===== src/rtl/sender_tree_sched.sv =====
// sender_tree_sched: batch sequencer for the sender tree cluster.
// Each batch launches the cluster with seed_lat + batch, waits for the
// aggregate done (bounded by a timeout), then drains the TREE_NUM tree
// outputs in index order onto a valid/ready stream.
module sender_tree_sched #(
  parameter int TREE_NUM       = 8,
  parameter int TIMEOUT_CYCLES = 4096
) (
  input  logic         clk,
  input  logic         rst,
  input  logic         start,
  input  logic         func_in,
  input  logic [127:0] seed_in,
  input  logic [127:0] delta_in,
  input  logic [15:0]  num_batches,
  output logic         busy,
  output logic         done,
  output logic         error,
  output logic         tree_enable,
  output logic         tree_func,
  output logic [127:0] tree_seed,
  output logic [127:0] tree_delta,
  output logic [31:0]  tree_msg_index,
  input  logic         tree_done,
  input  logic [127:0] tree_out,
  output logic         out_valid,
  output logic [127:0] out_data,
  output logic         out_last,
  input  logic         out_ready
);

  localparam int IDX_W = (TREE_NUM > 1) ? $clog2(TREE_NUM) : 1;
  localparam int TMR_W = (TIMEOUT_CYCLES > 1) ? $clog2(TIMEOUT_CYCLES) : 1;
  localparam logic [IDX_W-1:0] IDX_LAST = IDX_W'(TREE_NUM - 1);
  localparam logic [TMR_W-1:0] TMR_LAST = TMR_W'(TIMEOUT_CYCLES - 1);

  localparam logic [2:0] S_IDLE    = 3'd0;
  localparam logic [2:0] S_LAUNCH  = 3'd1;
  localparam logic [2:0] S_WAIT    = 3'd2;
  localparam logic [2:0] S_SEL     = 3'd3;
  localparam logic [2:0] S_PRESENT = 3'd4;
  localparam logic [2:0] S_NEXT    = 3'd5;
  localparam logic [2:0] S_FINISH  = 3'd6;
  localparam logic [2:0] S_ERR     = 3'd7;

  logic [2:0]       r_state;
  logic [2:0]       w_state_next;
  logic [127:0]     r_seed;
  logic [15:0]      r_nb;
  logic [15:0]      r_batch;
  logic [IDX_W-1:0] r_idx;
  logic [TMR_W-1:0] r_timer;

  logic         r_busy;
  logic         r_done;
  logic         r_error;
  logic         r_tree_enable;
  logic         r_tree_func;
  logic [127:0] r_tree_seed;
  logic [127:0] r_tree_delta;
  logic [31:0]  r_msg_index;
  logic         r_out_valid;
  logic [127:0] r_out_data;
  logic         r_out_last;

  logic             w_idx_last;
  logic             w_batch_last;
  logic             w_hs;
  logic [15:0]      w_batch_inc;
  logic [IDX_W-1:0] w_idx_inc;

  assign w_idx_last   = (r_idx == IDX_LAST);
  assign w_batch_last = (r_batch == (r_nb - 16'd1));
  assign w_hs         = r_out_valid & out_ready;
  assign w_batch_inc  = r_batch + 16'd1;
  assign w_idx_inc    = r_idx + IDX_W'(1);

  assign busy           = r_busy;
  assign done           = r_done;
  assign error          = r_error;
  assign tree_enable    = r_tree_enable;
  assign tree_func      = r_tree_func;
  assign tree_seed      = r_tree_seed;
  assign tree_delta     = r_tree_delta;
  assign tree_msg_index = r_msg_index;
  assign out_valid      = r_out_valid;
  assign out_data       = r_out_data;
  assign out_last       = r_out_last;

  // Next-state selection for the batch sequencer.
  always_comb begin
    w_state_next = r_state;
    case (r_state)
      S_IDLE:    if (start && (num_batches != 16'd0)) w_state_next = S_LAUNCH;
      S_LAUNCH:  w_state_next = S_WAIT;
      S_WAIT: begin
        if (tree_done)              w_state_next = S_SEL;
        else if (r_timer == TMR_LAST) w_state_next = S_ERR;
      end
      S_SEL:     w_state_next = S_PRESENT;
      S_PRESENT: if (w_hs) w_state_next = w_idx_last ? S_NEXT : S_SEL;
      S_NEXT:    w_state_next = w_batch_last ? S_FINISH : S_LAUNCH;
      S_FINISH:  w_state_next = S_IDLE;
      S_ERR:     w_state_next = S_IDLE;
      default:   w_state_next = S_IDLE;
    endcase
  end

  // State register.
  always_ff @(posedge clk) begin
    if (rst) r_state <= S_IDLE;
    else     r_state <= w_state_next;
  end

  // Registered outputs and datapath, updated on the transition into each state
  // so that every output is valid for the whole cycle of the state it belongs to.
  always_ff @(posedge clk) begin
    if (rst) begin
      r_seed        <= '0;
      r_nb          <= '0;
      r_batch       <= '0;
      r_idx         <= '0;
      r_timer       <= '0;
      r_busy        <= 1'b0;
      r_done        <= 1'b0;
      r_error       <= 1'b0;
      r_tree_enable <= 1'b0;
      r_tree_func   <= 1'b0;
      r_tree_seed   <= '0;
      r_tree_delta  <= '0;
      r_msg_index   <= '0;
      r_out_valid   <= 1'b0;
      r_out_data    <= '0;
      r_out_last    <= 1'b0;
    end else begin
      r_busy        <= (w_state_next != S_IDLE);
      r_done        <= 1'b0;
      r_tree_enable <= 1'b0;
      case (r_state)
        S_IDLE: begin
          if (start) begin
            r_error <= 1'b0;
            if (num_batches != 16'd0) begin
              r_seed        <= seed_in;
              r_nb          <= num_batches;
              r_batch       <= '0;
              r_tree_func   <= func_in;
              r_tree_delta  <= delta_in;
              r_tree_seed   <= seed_in;
              r_tree_enable <= 1'b1;
            end else begin
              r_done <= 1'b1;
            end
          end
        end
        S_LAUNCH: r_timer <= '0;
        S_WAIT: begin
          if (tree_done) begin
            r_idx       <= '0;
            r_msg_index <= '0;
          end else if (r_timer == TMR_LAST) begin
            r_error     <= 1'b1;
            r_out_valid <= 1'b0;
          end else begin
            r_timer <= r_timer + TMR_W'(1);
          end
        end
        S_SEL: begin
          // tree_msg_index has been stable for a full cycle, so tree_out is settled.
          r_out_valid <= 1'b1;
          r_out_data  <= tree_out;
          r_out_last  <= w_idx_last && w_batch_last;
        end
        S_PRESENT: begin
          if (w_hs) begin
            r_out_valid <= 1'b0;
            r_out_last  <= 1'b0;
            if (!w_idx_last) begin
              r_idx       <= w_idx_inc;
              r_msg_index <= {{(32-IDX_W){1'b0}}, w_idx_inc};
            end
          end
        end
        S_NEXT: begin
          if (w_batch_last) begin
            r_done <= 1'b1;
          end else begin
            r_batch       <= w_batch_inc;
            r_tree_seed   <= r_seed + {112'd0, w_batch_inc};
            r_tree_enable <= 1'b1;
          end
        end
        S_ERR: r_out_valid <= 1'b0;
        default: ;
      endcase
    end
  end

endmodule


===== config.mk =====
export PLATFORM = sky130hd
export DESIGN_NAME = sender_tree_sched
export DESIGN_NICKNAME = d
export VERILOG_FILES = /design/src/rtl/sender_tree_sched.sv
export SDC_FILE = /design/constraint.sdc
export NUM_CORES = 1
export LEC_CHECK = 0
export BUFFER_PORTS_ARGS = -buffer_cell sky130_fd_sc_hd__buf_4
export CAP_MARGIN = 20
export CORE_AREA = 5 5 317 319
export CTS_CLUSTER_DIAMETER = 80
export CTS_CLUSTER_SIZE = 24
export DETAILED_ROUTE_END_ITERATION = 10
export DIE_AREA = 0 0 322 324
export PLACE_DENSITY = 0.47
export SYNTH_ARGS = -nofsm -noshare
export SYNTH_HDL_FRONTEND = slang
export SYNTH_SLANG_ARGS = --single-unit

===== constraint.sdc =====
create_clock -name clk -period 8.32 [get_ports clk]
set_input_delay 1.248 -clock clk [delete_from_list [all_inputs] [get_ports clk]]
set_output_delay 1.248 -clock clk [all_outputs]
set_load 0.01 [all_outputs]

=== Word level (Yosys, flattened, before mapping) ===
Index checks and enable logic that the tools add are counted.

* Input bits: 406
* Flip-flop bits (word level): 601

* $add $sub $neg: 5
* Multiplexer cells: 43
* Equal/unequal tests: 19
* Bitwise logic cells: 1
* Reductions and logical operators: 19

{| class="wikitable"
|+ Operators by type and width
! operator !! number
|-
| 128-bit 2-to-1 mux || 3
|-
| 128-bit one-hot mux with 2 select lines || 1
|-
| 128-bit by 16-bit adder with 128-bit output || 1
|-
| 32-bit 2-to-1 mux || 3
|-
| 32-bit one-hot mux with 2 select lines || 1
|-
| 16-bit 2-to-1 mux || 3
|-
| 16-bit one-hot mux with 2 select lines || 1
|-
| 3-bit 2-to-1 mux || 9
|-
| 12-bit 2-to-1 mux || 2
|-
| 12-bit one-hot mux with 2 select lines || 1
|-
| 3-bit one-hot mux with 7 select lines || 1
|-
| 2-bit inequality test (second input constant) || 9
|-
| 16-bit by 1-bit adder with 16-bit output (second input constant) || 1
|-
| 16-bit == test || 1
|-
| 4-bit AND reduction || 4
|-
| 16-bit nonzero test || 1
|-
| 16-bit by 1-bit subtractor with 16-bit output (second input constant) || 1
|-
| 3-bit == test (second input constant) || 5
|-
| 12-bit by 1-bit adder with 12-bit output (second input constant) || 1
|-
| 12-bit == test (second input constant) || 1
|-
| 1-bit 2-to-1 mux || 12
|-
| 2-bit nonzero test || 5
|-
| 1-bit one-hot mux with 2 select lines || 4
|-
| 3-bit by 2-bit == test with 1-bit output (second input constant) || 2
|-
| 12 further kinds || 14
|}

=== Longest topological paths before layout ===
* Depth in word-level cells: 5
* Mapped depth: 19

=== Worst setup path after synthesis ===
No wires, ideal clock.

* Path type: register -> register
* Start: reg r_batch[6]
* End: reg r_tree_seed[42] (netlist: tree_seed[42])
* Data arrival time: 4308 ps
* Library setup time: 134 ps
* Buffers on the path: 3
* Cell stages (with the launch flop): 20
* Setup slack: 3878 ps
* Required time: 8186 ps
* Clock period less this slack: 4442 ps
* Path through: dfxtp_1 > clkbuf_1 > nand2_1 > nor3_1 > nand3_1 > nor2_1 > nand3_1 > or2_2 > xnor2_1 > ha_1 > clkbuf_1 > and3_1 > nand4_1 > nand3b_1 > and3_1 > clkbuf_1 > or4_1 > nor3_1 > xnor2_1 > o22ai_1

* Longest elaborated chain between the ends: 4

{| class="wikitable"
|+ Ends and longest elaborated chain
! element !! RTL line !! source
|-
| start, declared || 50 || <nowiki>logic [15:0] r_batch;</nowiki>
|-
| start signal, assigned || 188 || <nowiki>r_batch <= w_batch_inc;</nowiki>
|-
| 16-bit by 1-bit adder with 16-bit output || 75 || <nowiki>assign w_batch_inc = r_batch + 16'd1;</nowiki>
|-
| 128-bit by 16-bit adder with 128-bit output || 189 || <nowiki>r_tree_seed <= r_seed + {112'd0, w_batch_inc};</nowiki>
|-
| 128-bit 2-to-1 mux || 185 || <nowiki>if (w_batch_last) begin</nowiki>
|-
| 128-bit one-hot mux with 2 select lines || 139 || <nowiki>case (r_state)</nowiki>
|-
| end signal, assigned || 149 || <nowiki>r_tree_seed <= seed_in;</nowiki>
|-
| end signal, assigned || 189 ||
|-
| end, declared || 59 || <nowiki>logic [127:0] r_tree_seed;</nowiki>
|}

Parallel ways exist; a longest one is shown, timed or not. The select of a mux whose other input is x is not followed.
A chain may end at the register's enable or synchronous reset.

=== Worst setup path in the final report ===
* Start: reg r_batch[0]
* End: reg r_tree_seed[105] (netlist: tree_seed[105])

Same word-level chain as after synthesis.

==> results by group <==
Power
  – Static Leak: 13.5 nW
  – Peak supply drop: 0.143 mV
  – Total power: 0.00652 W
  – Pwr dens: 192 mW/mm^2

STA
  – Highest Clock Rate: 173 MHz
  – Final period utilization: 69.3%
  – TNS Setup: 0 ns
  – Clock Skew: 0.0421 ns
  – Slew Viols, Final: 0
  – RSZ-0062 raised after global routing: false
  – Number of setup violations in the final report: 0
  – Slew headroom: 20.7%
  – Slew @ Worst Pin: 1.18 ns
  – Fin crit period: 5.77 ns
  – Final worst setup slack: 2.55 ns
  – Fin. Hold Viols: 0

Synthesis
  – Synth cell types: 74
  – Ys Warns: 0
  – Post-synthesis register bit count: 569
  – Cell taking the most area after synthesis: dfxtp_1
  – Ys async rst share: 0%
  – Top-area cell type share of the netlist area: 44.7%
  – Top cells by area, synth: dfxtp_1, nand2_1, a21oi_1
  – Post-synth EDFFs: 0
  – Mapped Cells: 3,309
  – Syn Std Cell Area: 0.0255 mm^2
  – Synth Area per Inst: 7.70 um^2
  – Synth Flop Type: dfxtp_1
  – Seq/Total Area, Yosys: 44.7%

Clock network
  – Clock insertion delay at the later pin of the skew report: 0.65 ns
  – Post-CTS setup repair buffer count: 0
  – CTS buffer count: 43
  – CTS Sinks: 569
  – H-Tree Depth: 2
  – Clk root buf: clkbuf_16
  – Clock buffer depth: 3
  – CTS tree: yes
  – Clock-pin slew on the worst setup and hold paths: 0.09 ns
  – CTS Hold Bufs: 0
  – PostCTS Resize Cnt: 0

Layout
  – Layout area overhead: 33.2%
  – Share of layout cells above drive strength 1: 23.9%
  – Fillers: 10,700
  – Final layout net count: 4,375
  – Register area: 0.0114 mm^2
  – Multi-input combinational cell area: 0.0130 mm^2

Global route
  – Largest net degree at the start of global routing: 172
  – Global-route wire length before repair: 167,000 um
  – Initial antenna violation count: 20
  – Gr ovfl total: 0
  – Vias in the first global route: 24,300
  – Gr usage total: 21.1%

Placed design
  – DP HPWL: 87,900 um
  – Dpl ws: 2.62 ns
  – RePlAce Congestion: 0.877
  – Number of port buffers: 799

Flow run
  – MaxCap Viol Count: 0

Status
  – Outcome: complete, no violations

Detailed routing
  – Vias/cell: 4.89
  – DRT Wirelength: 118,000 um
  – Wirelength per Cell: 22.4 um
  – Post-route ant nets: 0
  – DRT iter0 DRCs: 1,966
  – # DRC: 0
  – Via count: 25,900
  – DR pass1 iterations: 6

Floorplan
  – Io pins: 829
  – Floorplan Core Area: 0.0976 mm^2
  – Die Ht: 324 um
  – Initial core utilization: 26.1%
  – Chip width: 322 um
  – Rows: 115
  – DIE AREA: 0.104 mm^2

Setup path
  – CP Max Fanout: 10
  – Worst EP required: 8.82 ns
  – Crit Path Category: flop to flop
  – Crit. End Element: flop
  – CP Launch Type: flop
  – Slowest stage delay, CP: 0.88 ns
  – CP cell instances: ha_1, and3_1, nand3_1, nor2_1, nand3_1, or2_2, nor2_1, xor2_1, ha_1, and4_1, nand4_1, o32a_1, a211oi_1, buf_4, nand4_1, nor4_1, xnor2_1, o22ai_1
  – Arrival time at the worst endpoint: 6.27 ns
  – Slowest-stage cell, CP: a211oi_1

Hold path
  – Worst hold path type: flop to flop
[final timing paths]
path         cells past startpoint  slack (ns)                          end                        start
min                              2        0.46  tree_delta[36]$_SDFFE_PP0P_  tree_delta[36]$_SDFFE_PP0P_
min reg2reg                      2        0.46  tree_delta[36]$_SDFFE_PP0P_  tree_delta[36]$_SDFFE_PP0P_
max                             18        2.55  tree_seed[105]$_SDFFE_PP0P_      r_batch[0]$_SDFFE_PP0P_
max reg2reg                     18        2.55  tree_seed[105]$_SDFFE_PP0P_      r_batch[0]$_SDFFE_PP0P_
[sequential cells by signal, indices dropped and copies added (netlist names)]
register,cells
r_timer,12
r_seed,128
done,1
busy,1
out_valid,1
tree_delta,128
out_last,1
error,1
r_batch,16
tree_func,1
r_nb,16
r_state,3
tree_enable,1
tree_msg_index,3
out_data,128
tree_seed,128
[cells in the final DEF (no fill, tap or decap), types with 10 or more instances in the layout]
| cell | instances |
|---|---|
| a21boi_0 | 44 |
| inv_6 | 10 |
| o22ai_1 | 45 |
| clkbuf_16 | 43 |
| o21ai_0 | 35 |
| a211oi_1 | 21 |
| a22o_1 | 17 |
| and3_1 | 41 |
| diode_2 | 15 |
| inv_1 | 19 |
| buf_4 | 825 |
| a211o_1 | 21 |
| xnor2_1 | 96 |
| nor2_1 | 149 |
| nand2_1 | 951 |
| o31ai_1 | 17 |
| ha_1 | 21 |
| and4_1 | 11 |
| a21o_1 | 14 |
| nand3_1 | 90 |
| nand4_1 | 68 |
| nor4_1 | 39 |
| dfxtp_1 | 569 |
| xor2_1 | 56 |
| or2_2 | 11 |
| conb_1 | 29 |
| nand2b_1 | 11 |
| a21oi_1 | 471 |
| o211ai_1 | 15 |
| nor3_1 | 62 |
| and2_1 | 11 |
[synthesized netlist by cell type (10+ instances only)]
library cell	n
a211o_1	21
a211oi_1	21
a21boi_0	44
a21o_1	15
a21oi_1	471
a22o_1	17
a31oi_1	10
and2_1	13
and3_1	41
and4_1	11
buf_1	11
buf_2	23
buf_4	34
clkbuf_1	198
dfxtp_1	569
ha_1	21
inv_1	19
nand2_1	953
nand2b_1	11
nand3_1	90
nand4_1	68
nor2_1	151
nor3_1	62
nor4_1	39
o211ai_1	15
o21ai_0	35
o22ai_1	45
o31ai_1	17
or2_2	11
or3_1	11
xnor2_1	96
xor2_1	56
[where the power goes]
group	internal, W	switching (W)	total, W
Clock	0.00110	0.00127	0.00237
Sequential	0.00290	0.000163	0.00306
Combinational	0.000467	0.000624	0.00109
[metal layers]
metal	routed length [um]	vias up	global-route usage, %
li1	-	12600	-
met1	49900	12400	27.4
met2	56200	768	34.6
met3	8810	143	5.69
met4	3290	8	6.39
met5	68	-	0
[critical path, delay by kind of cell, from the launching register on]
| family | cells | cell delay, ns |
|---|---|---|
| AOI/OAI and AO/OA | 3 | 1.46 |
| xor gates and xnor gates | 2 | 0.26 |
| adders and majority gates | 2 | 0.64 |
| buffers and inverters | 1 | 0.32 |
| DFF | 1 | 0.46 |
| and+or+nand+nor | 10 | 2.48 |
[area by class of cell]
type                            instances  area share (%)
Antenna cell                           15           0.111
Inverter                               19           0.210
Sequential cell                       569            33.6
Clock inverter                         35            1.25
Multi-Input combinational cell       2483            38.4
Tap cell                             1287            4.75
Timing Repair Buffer                  831            18.5
Clock buffer                           45            3.22
[logic make-up (layout without fill, tap and decap cells)]
group | after synthesis | count (layout) | share of synthesized area (%)
xor+xnor | 152 | 152 | 5.23
buf+inv | 285 | 930 | 4.81
compound gates | 768 | 768 | 18.0
mux | 5 | 5 | 0.206
simple gates | 1507 | 1507 | 25.9
flops | 569 | 569 | 44.7
fa+ha+maj | 22 | 22 | 1.11
other cells | 1 | 44 | 0.0147
[metrics by stage]
stage / hold WS, ns / utilization (%) / area [um^2] / instances
after floorplan: 0.441 / - / 25600 / 3337
after global routing: 0.472 / 34.8 / 33900 / 5277
after CTS: 0.458 / 34.7 / 33900 / 5268
after global placement: 0.442 / 33.2 / 32400 / 5187
final: 0.456 / 34.8 / 33900 / 5284
after detailed placement: 0.447 / 33.2 / 32400 / 5188
Power figures use the tool's default switching activity.
